## config.mk

```make
export PLATFORM = sky130hd
export DESIGN_NAME = squash_spi_ctrl
export DESIGN_NICKNAME = d
export VERILOG_FILES = /design/src/rtl/squash_spi_ctrl.sv
export SDC_FILE = /design/constraint.sdc
export NUM_CORES = 1
export LEC_CHECK = 0
export ABC_AREA = 1
export BUFFER_PORTS_ARGS = -buffer_cell sky130_fd_sc_hd__buf_2
export CORE_MARGIN = 1.5
export CORE_UTILIZATION = 50
export DETAILED_ROUTE_END_ITERATION = 16
export PLACE_DENSITY = 0.69
export REMOVE_ABC_BUFFERS = 1
export SYNTH_ARGS = -nofsm -noshare
export SYNTH_HDL_FRONTEND = slang
export SYNTH_SLANG_ARGS = --single-unit
```

## constraint.sdc

```tcl
create_clock -name clk -period 4.1 [get_ports clk]
set_input_delay 0.82 -clock clk [delete_from_list [all_inputs] [get_ports clk]]
set_output_delay 0.82 -clock clk [all_outputs]
set_load 0.005 [all_outputs]
```

## src/rtl/squash_spi_ctrl.sv

```systemverilog
// SPI-fed paddle/game control for the squash game: receives 16-bit command frames,
// stages them in shadow registers and commits them only on the frame boundary.
`timescale 1ns/1ps
module squash_spi_ctrl #(
    parameter int PADDLE_MIN   = 32,
    parameter int PADDLE_MAX   = 384,
    parameter int PADDLE_RESET = 64
) (
    input  logic       clk,
    input  logic       reset,
    input  logic       spi_sclk,
    input  logic       spi_mosi,
    input  logic       spi_ss_n,
    input  logic       frame_tick,
    output logic [8:0] paddle_pos,
    output logic       paddle_override,
    output logic       pause_req,
    output logic       new_game,
    output logic [1:0] ball_speed,
    output logic [3:0] err_count
);

    localparam logic [8:0] P_MIN   = 9'(PADDLE_MIN);
    localparam logic [8:0] P_MAX   = 9'(PADDLE_MAX);
    localparam logic [8:0] P_RESET = 9'(PADDLE_RESET);

    localparam logic [3:0] CMD_NOP    = 4'h0;
    localparam logic [3:0] CMD_PADDLE = 4'h1;
    localparam logic [3:0] CMD_KEYS   = 4'h2;
    localparam logic [3:0] CMD_PAUSE  = 4'h3;
    localparam logic [3:0] CMD_NEW    = 4'h4;
    localparam logic [3:0] CMD_SPEED  = 4'h5;

    function automatic logic [8:0] clamp_paddle(input logic [8:0] v);
        if (v < P_MIN) return P_MIN;
        if (v > P_MAX) return P_MAX;
        return v;
    endfunction

    function automatic logic [3:0] sat_inc(input logic [3:0] v);
        return (v == 4'hF) ? v : v + 4'd1;
    endfunction

    function automatic logic [1:0] map_speed(input logic [1:0] v);
        return (v == 2'd0) ? 2'd1 : v;
    endfunction

    // SPI front end
    logic [2:0]  sclk_sync_q, sclk_sync_d;
    logic [1:0]  ss_sync_q, ss_sync_d;
    logic [1:0]  mosi_sync_q, mosi_sync_d;
    logic [3:0]  bit_cnt_q, bit_cnt_d;
    logic [14:0] shift_q, shift_d;
    logic [3:0]  cmd_q, cmd_d;
    logic [8:0]  data_q, data_d;
    logic        frame_vld_q, frame_vld_d;
    logic        sclk_rise, ss_active, mosi_s;

    // Shadow registers with their pending bits
    logic [8:0]  paddle_sh_q, paddle_sh_d;
    logic        paddle_pend_q, paddle_pend_d;
    logic        ovr_sh_q, ovr_sh_d;
    logic        ovr_pend_q, ovr_pend_d;
    logic        pause_sh_q, pause_sh_d;
    logic        pause_pend_q, pause_pend_d;
    logic [1:0]  speed_sh_q, speed_sh_d;
    logic        speed_pend_q, speed_pend_d;
    logic        ng_pend_q, ng_pend_d;

    // Committed outputs
    logic [8:0]  paddle_q, paddle_d;
    logic        ovr_q, ovr_d;
    logic        pause_q, pause_d;
    logic        new_game_q, new_game_d;
    logic [1:0]  speed_q, speed_d;
    logic [3:0]  err_q, err_d;

    always_comb begin
        sclk_sync_d = {sclk_sync_q[1:0], spi_sclk};
        ss_sync_d   = {ss_sync_q[0], spi_ss_n};
        mosi_sync_d = {mosi_sync_q[0], spi_mosi};

        sclk_rise = sclk_sync_q[1] & ~sclk_sync_q[2];
        ss_active = ~ss_sync_q[1];
        mosi_s    = mosi_sync_q[1];

        bit_cnt_d   = bit_cnt_q;
        shift_d     = shift_q;
        cmd_d       = cmd_q;
        data_d      = data_q;
        frame_vld_d = 1'b0;

        // The 4-bit counter wraps after bit 16, so frames may run back to back.
        if (!ss_active) begin
            bit_cnt_d = 4'd0;
        end else if (sclk_rise) begin
            shift_d   = {shift_q[13:0], mosi_s};
            bit_cnt_d = bit_cnt_q + 4'd1;
            if (bit_cnt_q == 4'd15) begin
                cmd_d       = shift_q[14:11];
                data_d      = {shift_q[7:0], mosi_s};
                frame_vld_d = 1'b1;
            end
        end
    end

    always_comb begin
        paddle_sh_d   = paddle_sh_q;
        paddle_pend_d = paddle_pend_q;
        ovr_sh_d      = ovr_sh_q;
        ovr_pend_d    = ovr_pend_q;
        pause_sh_d    = pause_sh_q;
        pause_pend_d  = pause_pend_q;
        speed_sh_d    = speed_sh_q;
        speed_pend_d  = speed_pend_q;
        ng_pend_d     = ng_pend_q;
        paddle_d      = paddle_q;
        ovr_d         = ovr_q;
        pause_d       = pause_q;
        speed_d       = speed_q;
        err_d         = err_q;
        new_game_d    = 1'b0;

        // Commit first, then stage: a frame decoded on the tick waits for the next one.
        if (frame_tick) begin
            if (paddle_pend_q) paddle_d = paddle_sh_q;
            if (ovr_pend_q)    ovr_d    = ovr_sh_q;
            if (pause_pend_q)  pause_d  = pause_sh_q;
            if (speed_pend_q)  speed_d  = speed_sh_q;
            new_game_d    = ng_pend_q;
            paddle_pend_d = 1'b0;
            ovr_pend_d    = 1'b0;
            pause_pend_d  = 1'b0;
            speed_pend_d  = 1'b0;
            ng_pend_d     = 1'b0;
        end

        if (frame_vld_q) begin
            case (cmd_q)
                CMD_NOP: ;
                CMD_PADDLE: begin
                    paddle_sh_d   = clamp_paddle(data_q);
                    paddle_pend_d = 1'b1;
                    ovr_sh_d      = 1'b1;
                    ovr_pend_d    = 1'b1;
                end
                CMD_KEYS: begin
                    ovr_sh_d   = 1'b0;
                    ovr_pend_d = 1'b1;
                end
                CMD_PAUSE: begin
                    pause_sh_d   = data_q[0];
                    pause_pend_d = 1'b1;
                end
                CMD_NEW:   ng_pend_d = 1'b1;
                CMD_SPEED: begin
                    speed_sh_d   = map_speed(data_q[1:0]);
                    speed_pend_d = 1'b1;
                end
                default:   err_d = sat_inc(err_q);
            endcase
        end
    end

    always_ff @(posedge clk or posedge reset) begin
        if (reset) begin
            sclk_sync_q   <= 3'b000;
            ss_sync_q     <= 2'b11;
            mosi_sync_q   <= 2'b00;
            bit_cnt_q     <= 4'd0;
            frame_vld_q   <= 1'b0;
            paddle_sh_q   <= 9'd0;
            paddle_pend_q <= 1'b0;
            ovr_sh_q      <= 1'b0;
            ovr_pend_q    <= 1'b0;
            pause_sh_q    <= 1'b0;
            pause_pend_q  <= 1'b0;
            speed_sh_q    <= 2'd0;
            speed_pend_q  <= 1'b0;
            ng_pend_q     <= 1'b0;
            paddle_q      <= P_RESET;
            ovr_q         <= 1'b0;
            pause_q       <= 1'b0;
            new_game_q    <= 1'b0;
            speed_q       <= 2'd3;
            err_q         <= 4'd0;
        end else begin
            sclk_sync_q   <= sclk_sync_d;
            ss_sync_q     <= ss_sync_d;
            mosi_sync_q   <= mosi_sync_d;
            bit_cnt_q     <= bit_cnt_d;
            frame_vld_q   <= frame_vld_d;
            paddle_sh_q   <= paddle_sh_d;
            paddle_pend_q <= paddle_pend_d;
            ovr_sh_q      <= ovr_sh_d;
            ovr_pend_q    <= ovr_pend_d;
            pause_sh_q    <= pause_sh_d;
            pause_pend_q  <= pause_pend_d;
            speed_sh_q    <= speed_sh_d;
            speed_pend_q  <= speed_pend_d;
            ng_pend_q     <= ng_pend_d;
            paddle_q      <= paddle_d;
            ovr_q         <= ovr_d;
            pause_q       <= pause_d;
            new_game_q    <= new_game_d;
            speed_q       <= speed_d;
            err_q         <= err_d;
        end
    end

    // Pure datapath: only meaningful when frame_vld_q is set, so no reset needed.
    always_ff @(posedge clk) begin
        shift_q <= shift_d;
        cmd_q   <= cmd_d;
        data_q  <= data_d;
    end

    assign paddle_pos      = paddle_q;
    assign paddle_override = ovr_q;
    assign pause_req       = pause_q;
    assign new_game        = new_game_q;
    assign ball_speed      = speed_q;
    assign err_count       = err_q;

endmodule

```

* After elaboration in Yosys (flattened, before gate mapping)
Index checks and enable logic that the tools add are counted.
** Operators by class
- Reductions and logical operators :: 17
- Mux-type cells :: 34
- Eq/ne operators :: 7
- Add/subtract/negate cells :: 2
- $lt $le $gt $ge :: 2
- Bitwise gates (word level) :: 5
** Operators by type and width (number)
- $mux W9 :: 4
- $mux W1 :: 26
- $reduce_and A2 Y1 :: 9
- $gt A9 B9 Y1 const B :: 1
- $lt A9 B6 Y1 const B :: 1
- $add A4 B1 Y4 const B :: 2
- $eq A4 B2 Y1 const B :: 2
- $eq A4 B3 Y1 const B :: 2
- $eq A4 B4 Y1 const B :: 2
- $mux W4 :: 2
- $reduce_and A3 Y1 :: 2
- $reduce_or A6 Y1 :: 1
- $eq A4 B1 Y1 const B :: 1
- $logic_not A4 Y1 :: 1
- $not A1 Y1 :: 4
- $reduce_bool A2 Y1 :: 2
- $logic_not A2 Y1 :: 1
- $mux W2 :: 1
- $pmux W1 S2 :: 1
- $reduce_or A2 Y1 :: 1
- $and A1 B1 Y1 :: 1
** Storage, ports and cells
- Register bits after elaboration :: 76
- Output and inout port bits :: 18
- Logic and storage cells :: 90
- Input port bits :: 6

* Logic depth before layout (Yosys ltp)
Gate-level depths: netlist of the first run.
- Depth after elaboration :: 9
- Depth in mapped cells :: 7
- Depth with buffers taken out :: 7

* Worst setup path before layout of the first run
No wires, ideal clock.
- Path kind :: register to register
- From :: register bit_cnt_q[0]
- To :: register cmd_q[0], enable pin
- Arrival time :: 1.222 ns
- Buffers on the path :: 0
- Library setup time :: 0.382 ns
- Required time :: 3.718 ns
- Stages on the path, launching flop included :: 4
- Slack :: 2.496 ns
- Period minus slack after synthesis :: 1.604 ns
- Path through :: dfrtp_1 > ha_1 > nand3_1 > nor2_1
** Between the ends
- Longest elaborated chain between the ends :: 2
** Ends and longest elaborated chain
- start, declared :: line 52 : logic [3:0] bit_cnt_q, bit_cnt_d;
- start signal, assigned :: line 191 : bit_cnt_q <= bit_cnt_d;
- $eq A4 B4 Y1 :: line 99 : if (bit_cnt_q == 4'd15) begin
- $reduce_and A3 Y1 (no source line)
- end signal, assigned :: line 214 : cmd_q <= cmd_d;
- end, declared :: line 54 : logic [3:0] cmd_q, cmd_d;
No other way between the ends.
A chain may end at the register's enable or synchronous reset.

* Worst setup path after layout of the first run
- From :: register speed_q[1] (netlist: ball_speed[1])
- To :: output ball_speed[1]
** RTL lines
- start, declared :: line 75 : logic [1:0] speed_q, speed_d;
- start signal, assigned :: line 206 : speed_q <= speed_d;
- end, declared :: line 19 : output logic [1:0] ball_speed,
No word-level cell between the ends.

==> metrics, run 1 <==
CTS Buf Count=9; CP max FO=2; Initial DRC Count=55; Top delay family on crit path=flip-flops; Setup Buffers After CTS=0; critical path capture point type=output pin; vias in the first global route=1428; reg2reg end=data_q[8]; design area=3150 µm²; DIE WIDTH=between 70 and 80 µm; largest net degree at the start of global routing=49; total power=between 0.001 and 0.0015 W; Final WS setup=2.31 ns; total track usage=14.7%; Ports=24; layout cells sized above 1=~23%; max-slew violation count=0; HP Class=reg -> reg; CP arrival=roughly 0.97 ns; Critical Path Source=ball_speed[1]; RSZ-0062 raised after global routing=false; post_cts resized=0; Max clock buf depth=2; worst-case clock skew=a little under 0.006 ns; flops & latches, synth=76; number of port buffers=23; CP Class=reg -> out; main area contributors after synthesis=dfrtp_1, edfxtp_1, nand2_1, dfstp_2, mux2_2; Max transition margin=between 30% and 40%; Slowest-stage cell, CP=dfstp_2; LEAKAGE=approximately 1.5 nW; antenna violation net count after detailed routing=0; cells on worst reg2reg path=3; Die Footprint=6030 µm²; PwrDens=about 420 nW/µm²; period utilization=43.5%; Final HPWL DP=approximately 2.6 mm; achievable frequency=560 MHz; Yosys top cell by area=dfrtp_1; clk slew on worst S/H paths=about 0.07 ns; Initial Utilization=51.3%; r2r startpoint=bit_cnt_q[0]; via count=1550; DRC violations left=0; GP Congestion=0.704; n_diodes=0; global route overflow=0; die height=77.7 µm; Placement Cell Area=2980 µm²; final setup vio count=0; Max H-tree Level=3; CP endpoint=ball_speed[1]; Fin. Hold Viols=0; crit-path cells=buf_2; peak supply drop=0.000228 V; Setup TNS Final=0 ns; Synth top area share=around two fifths; CTS sink cnt=76; status=complete, no violations; Syn Area/Cell=12.9 µm²; via/cell ratio=4.75; # rows=27; Worst Tran Pin Value=0.955 ns; total core area=roughly 5400 µm²; Seq/Total Area, Yosys=73.4%; Levels on crit path=1; FF-to-FF setup slack=between 2 and 2.5 ns; Net count, final=257; YS warnings=0; drt wl/cell=around 12 µm; max-capacitance violation count=0; CTS tree=built; Routed WL=3.80 mm; Hold Buf Count CTS=0; fillers=between 400 and 500; Buffers & Inverters on Critical Path=1; Mapped Cells=217; Cell Area, Synth=2790 µm²; Netlist cell types=26; slowest stage delay, CP=around 0.53 ns; CTS root buffer=clkbuf_8; First-pass DRT Iterations=4; Place WS=2.33 ns; initial antenna violation count=0; CP startpoint kind=register; Worst-Skew Late Latency=0.33 ns; first-pass GRT wire length=6.62 mm; Final min period=roughly 1.8 ns; P&R area growth vs syn=12.8%; CP required=3.28 ns
[metrics by stage]
step                hold slack [ns]  std cells  util (%)
detailed placement            0.337        310      54.7
global placement              0.334        310      54.7
CTS                           0.353        326      57.8
floorplan                     0.331        215         -
global route                  0.369        326      57.8
finish                        0.349        326      57.8
[worst reg2reg max path, stage by stage, from the launching register on]
cell     delay (ns)
dfrtp_1        0.38
ha_1           0.18
nand3_1        0.12
nor2_1         0.70
[cells in the final DEF, fill, tap and decap left out, types with 2 or more instances in the layout]
cell	instances
mux2_2	9
dfrtp_1	43
ha_1	2
nand2_1	49
o21ai_0	8
dfstp_2	5
edfxtp_1	28
a31oi_1	2
nand3_1	14
a21oi_1	7
nor2_4	2
buf_2	23
inv_2	3
nor2_1	12
inv_1	18
clkbuf_1	5
nand2_2	2
clkbuf_8	11
xnor2_1	3
[worst min path at each step]
| stage | startpoint | end | slack (ns) | depth (start not counted) |
|---|---|---|---|---|
| after floorplan | mosi_sync_q[0] | mosi_sync_q[1] | 0.33 | 0 |
| after CTS | sclk_sync_q[0] | sclk_sync_q[1] | 0.35 | 0 |
| after global placement | mosi_sync_q[0] | mosi_sync_q[1] | 0.33 | 0 |
| final | sclk_sync_q[0] | sclk_sync_q[1] | 0.35 | 0 |
| after detailed placement | sclk_sync_q[0] | sclk_sync_q[1] | 0.34 | 0 |
| after global routing | ss_sync_q[0] | ss_sync_q[1] | 0.37 | 0 |
[registers in the layout, summed over array words and instances (netlist names), 2 cells and up]
register / flops
shift_q: 15
data_q: 9
paddle_pos: 9
paddle_sh_q: 9
bit_cnt_q: 4
cmd_q: 4
err_count: 4
sclk_sync_q: 3
ball_speed: 2
mosi_sync_q: 2
speed_sh_q: 2
ss_sync_q: 2
[layout make-up]
cell class                 count  area [µm²]  share of cell area [%]
inverter                      21        78.8                    2.51
clock buffer                  16         170                    5.41
tap                           72        90.1                    2.86
multi-input combinational    118         643                    20.4
sequential                    76        2050                    65.1
timing repair buffer          23         115                    3.66
[logic make-up (layout without fill, tap and decap cells)]
| kind of cell | after synthesis | after routing | share of synthesized area (%) |
|---|---|---|---|
| and+or+nand+nor | 82 | 82 | 12.8 |
| DFF | 76 | 76 | 73.4 |
| muxes | 9 | 9 | 3.63 |
| adders and majority gates | 2 | 2 | 0.897 |
| buffers and inverters | 23 | 60 | 3.50 |
| xor gates and xnor gates | 3 | 3 | 0.942 |
| AOI/OAI and AO/OA | 22 | 22 | 4.80 |
[where the power goes]
part | internal [W] | switching (W) | total (W)
logic | 0.00000650 | 0.0000181 | 0.0000246
clock network | 0.000255 | 0.000239 | 0.000493
registers | 0.000799 | 0.00000510 | 0.000804
[cell usage after synthesis]
master and n:
nor2_2 1, inv_1 19, a21oi_1 7, o31ai_1 1, ha_1 2, o21ai_2 1, buf_6 1, nand2_4 1
nand3_1 14, nor3_1 1, dfrtp_1 43, dfstp_2 5, nand2_2 2, o21ai_4 1, xnor2_1 3, edfxtp_1 28
nor2_1 12, o21ai_0 8, inv_2 2, a31oi_1 2, nand2_1 49, nor2_4 2, o22a_1 1, o21ai_1 1
mux2_2 9, buf_4 1
[per-layer routing]
| layer | track usage (%) | vias up | wire length (µm) |
|---|---|---|---|
| met5 | 0 | - | 0 |
| met4 | 9.82 | 0 | 108 |
| met3 | 3.88 | 8 | 139 |
| met2 | 20.3 | 34 | 1630 |
| met1 | 20.2 | 726 | 1920 |
| li1 | - | 782 | - |
Power figures use the tool's default switching activity.
==> run 2, diff against run 1 <==
- ABC_AREA: 1 -> 0
- clock period: 4.1 -> 1.8 ns (I/O delays scaled with it)
==> metrics, run 2 <==
status=complete, no violations; PwrDens=955 nW/µm²; via count=1471; main combinational cell family by area after synthesis=simple AND/OR/NAND/NOR gates; critical path capture point type=register; vias in the first global route=1365; RSZ-0062 raised after global routing=false; most common cell after layout, fill and taps aside=dfrtp_1; number of port buffers=23; Net count, final=225; Cell Area, Synth=~2800 µm²; Max transition margin=57.6%; Clk pwr share=38.9%; Final WS setup=0.289 ns; FF-to-FF setup slack=0.29 ns; Die Footprint=6070 µm²; # rows=27; Post-Synth Simple-Gate Area=8.57%; combinational power share=1.6%; YS warnings=0; Synth top area share=38.4%; total track usage=approximately 14%; sw frac=between 20% and 30%; commonest non-fill, non-tap cells in the layout=dfrtp_1, edfxtp_1, buf_2; final setup vio count=0; Final HPWL DP=roughly 2.5 mm; Seq/Total Area, Yosys=73.0%; main area contributors after synthesis=dfrtp_1, edfxtp_1, mux2_2, dfstp_2, o21ai_0; period utilization=84.0%; cell internal pwr=between 0.002 and 0.0025 W; Post-synth top cells=dfrtp_1, edfxtp_1, mux2_2, nand2_1, o21ai_0; layout cells sized above 1=30.2%; initial antenna violation count=0; Worst-Skew Late Latency=roughly 0.34 ns; achievable frequency=662 MHz; Setup Buffers After CTS=0; Ports=24; Netlist cell types=40; CP required=2.06 ns; CTS Buf Count=9; Yosys top cell by area=dfrtp_1; Syn Area/Cell=15.4 µm²; First-pass DRT Iterations=4; Initial Utilization=51.2%; global route overflow=0; multiplexer share of the synthesized area=7.59%; Initial DRC Count=89; LEAKAGE=1.44 nW; Compound-Gate Fraction of Synth Area=under 10%; Biggest register=shift_q; post_cts resized=0; Sw Pwr=approximately 0.0006 W; post-synthesis adder-cell area fraction=less than 1%; Largest register FFs=15; max-slew violation count=0; Worst Tran Pin Value=0.636 ns; post-synthesis async set-or-reset flop share=63.2%; Post-synth EDFFs=28; first-pass GRT wire length=6.27 mm; die height=slightly below 80 µm; Max clock buf depth=2; CTS tree=built; clk slew on worst S/H paths=0.07 ns; most frequent cell after synthesis=dfrtp_1; via/cell ratio=5.00; largest net degree at the start of global routing=49; worst-case clock skew=0.00617 ns; xor/xnor share of the synthesized area=1.87%; DIE WIDTH=77.9 µm; CP startpoint kind=register; CTS root buffer=clkbuf_8; CP max FO=6; sequential share of power=59.5%; Fin. Hold Viols=0; dominant register cell in the synthesized netlist=dfrtp_1; P&R area growth vs syn=14.4%; Place WS=about 0.3 ns; fillers=439; Final min period=1.51 ns; HP Class=in -> async; antenna violation net count after detailed routing=0; Mapped Cells=182; n_diodes=0; drt wl/cell=around 13 µm; GP Congestion=between 0.8 and 0.9; total power=0.00306 W; CTS sink cnt=76; peak supply drop=0.000660 V; max-capacitance violation count=0; CP Class=reg -> reg; DRC violations left=0; Hold Buf Count CTS=0; flops & latches, synth=76; Max H-tree Level=3; CP arrival=1.77 ns; Routed WL=3.82 mm; total core area=5470 µm²; Multi-input gate area=about 690 µm²; FF/Latch Area=between 2000 and 2500 µm²
run 2: cell count changes in the layout (fill, tap and decap cells not counted), sizes merged, moves of 4 or more:
cell,change
a21oi,-4
buf,+5
clkinv,+6
clkbuf,-7
nand2,-38
mux2,+9
o31ai,+4
inv,-13
nor2,-11
nand3,-9
run 2: worst paths after layout:
| kind | startpoint | end | cells past startpoint |
|---|---|---|---|
| max | data_q[7] | paddle_sh_q[5] | 3 |
| min | reset | err_count[1] | 3 |
| max reg2reg | data_q[7] | paddle_sh_q[5] | 3 |
| min reg2reg | mosi_sync_q[0] | mosi_sync_q[1] | 0 |
| max in group asynchronous | reset | ss_sync_q[1] | 3 |
| min in group clk | spi_ss_n | ss_sync_q[0] | 1 |
run 2: worst max-delay path: stages, from the launching register on:
cell and delay [ns]:
edfxtp_1 0.39, or4_1 0.63, or3_1 0.35, o211ai_2 0.06
run 2: metrics by stage:
step                      hold WS, ns  instances  area, µm²  util, %  setup TNS, ns
after floorplan                 0.331        178       2770        -          -5.28
after global placement          0.334        278       3030     55.3              0
after detailed placement        0.337        278       3030     55.3              0
after CTS                      0.0394        294       3210     58.6              0
after global routing           0.0560        294       3210     58.6              0
final                          0.0383        294       3210     58.6              0
run 2: per-layer routing:
layer / wire (µm) / track usage, % / vias up
met4: 51 / 6.00 / 0
met5: 0 / 0 / -
met3: 122 / 5.65 / 4
met1: 1930 / 18.5 / 721
li1: - / - / 727
met2: 1720 / 20.3 / 19
run 2: area by class of cell:
class | count | share of cell area, %
sequential | 76 | 63.9
multi-input combinational | 94 | 21.6
timing repair buffer | 28 | 5.15
clock buffer | 9 | 3.86
tap | 72 | 2.81
clock inverter | 7 | 1.79
inverter | 8 | 0.936
run 2: power groups by stage:
stage / Sequential, W / Clock, W / Combinational (W)
3_3_place_gp: 0.00186 / 0 / 0.0000504
2_1_floorplan: 0.00185 / 0 / 0.0000274
5_1_grt: 0.00182 / 0.00129 / 0.0000570
3_5_place_dp: 0.00186 / 0 / 0.0000512
4_1_cts: 0.00182 / 0.00123 / 0.0000516
6_report: 0.00182 / 0.00119 / 0.0000487
run 2: logic make-up (layout without fill, tap and decap cells):
family | count (synthesis) | in the layout
and+or+nand+nor | 41 | 41
DFF | 76 | 76
adders and majority gates | 2 | 2
muxes | 19 | 19
xor gates and xnor gates | 6 | 6
buffers and inverters | 12 | 52
AOI/OAI and AO/OA | 26 | 26
